### src/rtl/bisr_remap.sv
// bisr_remap: built-in self-repair remap stage between the memory controller
// and the SRAM macro. BIST-reported faulty word addresses are logged into a
// small table of flop-based spare words. Requests that hit a logged address
// are served from the spare, and all other requests pass through to the SRAM.
module bisr_remap #(
    parameter int unsigned AW     = 16,
    parameter int unsigned DW     = 8,
    parameter int unsigned NSPARE = 8
) (
    input  logic          CLK,
    input  logic          RST,
    input  logic          BISR_EN,
    input  logic          FAIL_VALID,
    input  logic [AW-1:0] FAIL_ADDR,
    input  logic          REQ_VALID,
    input  logic          REQ_WE,
    input  logic [AW-1:0] REQ_ADDR,
    input  logic [DW-1:0] REQ_WDATA,
    output logic          MEM_VALID,
    output logic          MEM_WE,
    output logic [AW-1:0] MEM_ADDR,
    output logic [DW-1:0] MEM_WDATA,
    input  logic [DW-1:0] MEM_RDATA,
    output logic          RVALID,
    output logic [DW-1:0] RDATA,
    output logic [3:0]    FAULT_CNT,
    output logic          REPAIR_FAIL
);

    localparam int unsigned CW = 4;

    typedef enum logic [1:0] {
        COLLECT = 2'd0,
        FULL    = 2'd1,
        OVF     = 2'd2
    } repair_state_e;

    repair_state_e repair_state_q, repair_state_d;

    // fault table
    logic [NSPARE-1:0] valid_q, valid_d;
    logic [AW-1:0]     addr_q  [NSPARE];
    logic [AW-1:0]     addr_d  [NSPARE];
    logic [DW-1:0]     spare_q [NSPARE];
    logic [DW-1:0]     spare_d [NSPARE];
    logic [CW-1:0]     fault_cnt_q, fault_cnt_d;
    logic              repair_fail_q, repair_fail_d;

    // SRAM-side request registers
    logic              mem_valid_q, mem_valid_d;
    logic              mem_we_q, mem_we_d;
    logic [AW-1:0]     mem_addr_q, mem_addr_d;
    logic [DW-1:0]     mem_wdata_q, mem_wdata_d;

    // read return pipeline: stage 1 aligns with MEM_*, stage 2 with MEM_RDATA
    logic              rd1_valid_q, rd1_valid_d;
    logic              rd1_hit_q, rd1_hit_d;
    logic [DW-1:0]     rd1_spare_q, rd1_spare_d;
    logic              rvalid_q, rvalid_d;
    logic              rd2_hit_q, rd2_hit_d;
    logic [DW-1:0]     rd2_spare_q, rd2_spare_d;

    // lookup results
    logic [NSPARE-1:0] req_match;
    logic [NSPARE-1:0] fail_match;
    logic [DW-1:0]     hit_data;
    logic              req_hit;
    logic              fail_dup;
    logic              table_full;
    logic              log_new;
    logic              log_ovf;

    // Associative compare of request and fault addresses against the table
    always_comb begin
        req_match  = '0;
        fail_match = '0;
        hit_data   = '0;
        for (int i = 0; i < int'(NSPARE); i++) begin
            req_match[i]  = valid_q[i] && (addr_q[i] == REQ_ADDR);
            fail_match[i] = valid_q[i] && (addr_q[i] == FAIL_ADDR);
            if (req_match[i]) begin
                hit_data = hit_data | spare_q[i];
            end
        end
    end

    assign req_hit    = BISR_EN && (|req_match);
    assign fail_dup   = |fail_match;
    assign table_full = (fault_cnt_q >= CW'(NSPARE));
    assign log_new    = FAIL_VALID && !fail_dup && !table_full;
    assign log_ovf    = FAIL_VALID && !fail_dup && table_full;

    // Table update: spare write on a write hit, new entry on a fresh fault
    always_comb begin
        valid_d     = valid_q;
        addr_d      = addr_q;
        spare_d     = spare_q;
        fault_cnt_d = fault_cnt_q;
        if (REQ_VALID && REQ_WE && req_hit) begin
            for (int i = 0; i < int'(NSPARE); i++) begin
                if (req_match[i]) begin
                    spare_d[i] = REQ_WDATA;
                end
            end
        end
        // the slot being filled is always invalid, so it never collides with a hit
        if (log_new) begin
            for (int i = 0; i < int'(NSPARE); i++) begin
                if (CW'(i) == fault_cnt_q) begin
                    valid_d[i] = 1'b1;
                    addr_d[i]  = FAIL_ADDR;
                    spare_d[i] = '0;
                end
            end
            fault_cnt_d = fault_cnt_q + CW'(1);
        end
    end

    // Repair state register
    always_ff @(posedge CLK) begin
        if (RST) begin
            repair_state_q <= COLLECT;
        end else begin
            repair_state_q <= repair_state_d;
        end
    end

    // Repair state next-state logic
    always_comb begin
        repair_state_d = repair_state_q;
        case (repair_state_q)
            COLLECT: begin
                if (fault_cnt_d == CW'(NSPARE)) begin
                    repair_state_d = FULL;
                end
            end
            FULL: begin
                if (log_ovf) begin
                    repair_state_d = OVF;
                end
            end
            OVF: begin
                repair_state_d = OVF;
            end
            default: begin
                repair_state_d = COLLECT;
            end
        endcase
    end

    // Repair state output decode, registered with the state
    always_comb begin
        repair_fail_d = 1'b0;
        if (repair_state_d == OVF) begin
            repair_fail_d = 1'b1;
        end
    end

    // Request forwarding and read pipeline next values
    always_comb begin
        mem_valid_d = REQ_VALID && !req_hit;
        mem_we_d    = mem_we_q;
        mem_addr_d  = mem_addr_q;
        mem_wdata_d = mem_wdata_q;
        if (REQ_VALID && !req_hit) begin
            mem_we_d    = REQ_WE;
            mem_addr_d  = REQ_ADDR;
            mem_wdata_d = REQ_WDATA;
        end

        rd1_valid_d = REQ_VALID && !REQ_WE;
        rd1_hit_d   = req_hit;
        rd1_spare_d = rd1_spare_q;
        if (REQ_VALID && !REQ_WE && req_hit) begin
            rd1_spare_d = hit_data;
        end

        rvalid_d    = rd1_valid_q;
        rd2_hit_d   = rd1_hit_q;
        rd2_spare_d = rd1_spare_q;
    end

    // Table, status and pipeline registers
    always_ff @(posedge CLK) begin
        if (RST) begin
            valid_q       <= '0;
            for (int i = 0; i < int'(NSPARE); i++) begin
                addr_q[i]  <= '0;
                spare_q[i] <= '0;
            end
            fault_cnt_q   <= '0;
            repair_fail_q <= 1'b0;
            mem_valid_q   <= 1'b0;
            mem_we_q      <= 1'b0;
            mem_addr_q    <= '0;
            mem_wdata_q   <= '0;
            rd1_valid_q   <= 1'b0;
            rd1_hit_q     <= 1'b0;
            rd1_spare_q   <= '0;
            rvalid_q      <= 1'b0;
            rd2_hit_q     <= 1'b0;
            rd2_spare_q   <= '0;
        end else begin
            valid_q       <= valid_d;
            for (int i = 0; i < int'(NSPARE); i++) begin
                addr_q[i]  <= addr_d[i];
                spare_q[i] <= spare_d[i];
            end
            fault_cnt_q   <= fault_cnt_d;
            repair_fail_q <= repair_fail_d;
            mem_valid_q   <= mem_valid_d;
            mem_we_q      <= mem_we_d;
            mem_addr_q    <= mem_addr_d;
            mem_wdata_q   <= mem_wdata_d;
            rd1_valid_q   <= rd1_valid_d;
            rd1_hit_q     <= rd1_hit_d;
            rd1_spare_q   <= rd1_spare_d;
            rvalid_q      <= rvalid_d;
            rd2_hit_q     <= rd2_hit_d;
            rd2_spare_q   <= rd2_spare_d;
        end
    end

    assign MEM_VALID   = mem_valid_q;
    assign MEM_WE      = mem_we_q;
    assign MEM_ADDR    = mem_addr_q;
    assign MEM_WDATA   = mem_wdata_q;
    assign RVALID      = rvalid_q;
    assign FAULT_CNT   = fault_cnt_q;
    assign REPAIR_FAIL = repair_fail_q;

    // SRAM data arrives in the RVALID cycle, so the return mux stays after the flops
    assign RDATA = rvalid_q ? (rd2_hit_q ? rd2_spare_q : MEM_RDATA) : '0;

endmodule

### config.mk
export PLATFORM = sky130hd
export DESIGN_NAME = bisr_remap
export DESIGN_NICKNAME = d
export VERILOG_FILES = /design/src/rtl/bisr_remap.sv
export SDC_FILE = /design/constraint.sdc
export NUM_CORES = 1
export LEC_CHECK = 0
export ABC_AREA = 0
export CAP_MARGIN = 10
export CORE_UTILIZATION = 59
export DETAILED_ROUTE_END_ITERATION = 6
export MAX_ROUTING_LAYER = met4
export PLACE_DENSITY = 0.89
export SYNTH_ARGS = -nofsm -noshare
export SYNTH_HDL_FRONTEND = slang
export SYNTH_SLANG_ARGS = --single-unit
### constraint.sdc
create_clock -name CLK -period 3.1 [get_ports CLK]
set_clock_uncertainty 0.2 [all_clocks]
set_input_delay 0.62 -clock CLK [delete_from_list [all_inputs] [get_ports CLK]]
set_output_delay 0.62 -clock CLK [all_outputs]
set_load 0.005 [all_outputs]
==> metrics.cfg <==
[clock_network]
cts.path.max_buffers=3
cts_made_buffers=27
clk_latency_ps=540
ctsHoldBuffers=0
clock_sinks=253
htree_levels=1
cts_tree=yes
clk_pin_slew_ps=60
cts_root_buffer=clkbuf_16

[worst_setup_path]
crit_path_start_kind=primary input
reg2reg_from=addr_q[47]$_SDFFE_PP0P_
cp.required_ps=3280
cp-end-kind=flop
crit_start=FAIL_ADDR[3]
cp.arrival_ps=3570
crit_type=primary input to flop
critPathMaxFanout=16

[power_and_ir_drop]
ir_drop_mv=0.4139
power_mw=8.032
p_leak_nw=8.204
power.density_nw_per_um2=467.6

[synth]
synth_cells=1324
synth_area_leaders=dfxtp_1 38%, mux2i_1 17%, xor2_1 10%
yosys.area.top_type=dfxtp_1
synth-seq-cells=253
synth_area_per_cell_um2=9.975
async_flop_share=0
yosys.area.top_type_share=0.3835
netlist_area_um2=13210
synthFlopType=dfxtp_1
ys_types=55
synthTopCellsByCount=253 x dfxtp_1, 226 x mux2i_1, 168 x nor2_1
synth_nets=1382
synth_enable_flop_cells=0
yosysWarnings=0
synthMostInstantiatedCell=dfxtp_1
synth_seq_area_share=0.3835

[route]
dr.pass1.iters=6
via_count=11790
drc=0
totalWireLength_um=47600
drt_iter0_drc=1273
ant_nets=0
wl_per_cell_um=26.08
via_per_inst=6.460

[grt]
overflow=0
first_global_vias=11230
grt_pass1_wl_um=62360
grt.total_usage=0.3712
antenna_found_initial=0
grt_max_degree=134

[outcome]
status=complete, but fails checks
violations=negative setup slack

[floorplanning]
initial_utilization=0.6033
rows=54
dieArea_um2=22990
die_x_um=151.6
die_h_um=151.6
io_pins=94
coreArea_um2=21890

[sta]
slew_headroom=0.4374
setup_viol=229
tns_ps=-32820
worst_slack_ps=-285.4
maxSlewViolCount=0
fmax_mhz=295.4
holdWs_ps=183.8
hold_viol_final=0
worst_pin_slew_ps=841.0
fin_crit_ps=3385
fin_crit_sh=1.092

[placed_design]
hpwl_um=28280
numPortBuffers=93
placed_cell_area_um2=15380
globalplace.congestion=1.000

[finish]
antenna_cells=0
fin_area_um2=17180
seq_area_um2=5065
drive_above_1_share=0.1909
area_growth_pct=30.05
multi_input_area_um2=7662
n_fill_cell=1189
num-nets-final=1585

[job]
cap_violations=0

[hold_path]
min_from=RST
worstHoldPathType=primary input to flop

[worst paths after layout]
kind,end,slack (ps),cells after the start
max,addr_q[93]$_SDFFE_PP0P_,-290,12
min,rd2_spare_q[2]$_SDFF_PP0_,180,2
max reg2reg,addr_q[93]$_SDFFE_PP0P_,-40,10
min reg2reg,rd2_hit_q$_SDFF_PP0_,230,1
[worst max-delay path, stage by stage]
cell	delay [ps]
clkdlybuf4s50_1	410
buf_4	190
xor2_1	180
nor4_2	330
nand4_1	380
o32ai_4	480
nor3_4	80
buf_4	180
nand4_4	160
buf_12	220
mux2i_1	250
nor2_1	90
[registers in the layout (all words and copies together), names as in the netlist]
signal and cells:
rd2_hit_q 1, rd2_spare_q 8, rd1_valid_q 1, MEM_ADDR 16
addr_q 128, spare_q 64, RVALID 1, REPAIR_FAIL 1
valid_q 8, MEM_WE 1, FAULT_CNT 4, rd1_spare_q 8
MEM_VALID 1, repair_state_q 2, MEM_WDATA 8, rd1_hit_q 1
[repair_timing]
action / 4_1_cts / 5_1_grt
endpoints found under the setup margin: 142 / 213
cloned: 0 / 10
pin swaps: 4 / 37
setup buffers: 3 / 23
resized for setup: 14 / 67
[layer usage]
| layer | global-route usage | share of wire | up-vias |
|---|---|---|---|
| met5 | - | 0 | - |
| met4 | 0.2347 | 0.089 | 0 |
| met3 | 0.07096 | 0.12 | 374 |
| met2 | 0.6014 | 0.45 | 906 |
| met1 | 0.4220 | 0.34 | 5552 |
| li1 | - | - | 4957 |
[through the flow]
step                cells  utilization  setup slack [ps]
finish               1825       0.7846            -285.4
global route         1825       0.7846            -399.6
CTS                  1792       0.7516             2.741
detailed placement   1742       0.7024            -629.9
global placement     1742       0.7024            -595.1
floorplan            1324            -             259.0
[where the power goes]
| part | total, mW | leakage [nW] | switching, mW | internal [mW] |
|---|---|---|---|---|
| clock | 3.52 | 0.465 | 1.37 | 2.15 |
| combinational | 1.13 | 5.69 | 0.608 | 0.522 |
| sequential | 3.38 | 2.05 | 0.0690 | 3.31 |
| total | 8.03 | 8.20 | 2.05 | 5.99 |
[cells by family (layout without fill, tap and decap cells)]
logic type,after synthesis,in the layout,synth area share
buffers and inverters,118,337,0.06243
XOR/XNOR,259,259,0.1718
multiplexers,227,227,0.1721
AND/OR/NAND/NOR,403,405,0.1659
flip-flops,253,253,0.3835
adder cells (fa/ha/maj),4,4,0.003790
AO/OA/AOI/OAI,60,60,0.04046
[area by class of cell]
cell class | count | share of cell area
multi-input cells | 955 | 0.4461
flip-flops and latches | 253 | 0.2949
repair buffers | 280 | 0.1813
clock buffers | 39 | 0.04546
well taps | 280 | 0.02040
clock inverters | 8 | 0.009616
inverters | 10 | 0.002185
[placed cells by master, fill, tap and decap left out, types with 5 or more instances in the layout]
master,count
clkbuf_1,6
a22oi_1,16
nor3_2,5
nand4_1,36
a22o_1,7
xnor2_1,101
o211a_1,8
buf_4,120
nor4_1,18
mux2i_1,221
nand3_1,12
clkdlybuf4s50_1,79
nor2b_1,19
dlymetal6s2s_1,13
clkbuf_16,34
o21a_1,5
buf_12,45
nor4_4,5
nor2_4,5
xor2_1,156
nor4_2,16
dfxtp_1,253
nor3_1,72
clkbuf_8,6
nand2_1,21
a221oi_1,8
nand4_4,5
buf_6,15
inv_1,9
bufinv_16,5
nor2_1,166
No activity file was read; power rests on OpenSTA's default activity.
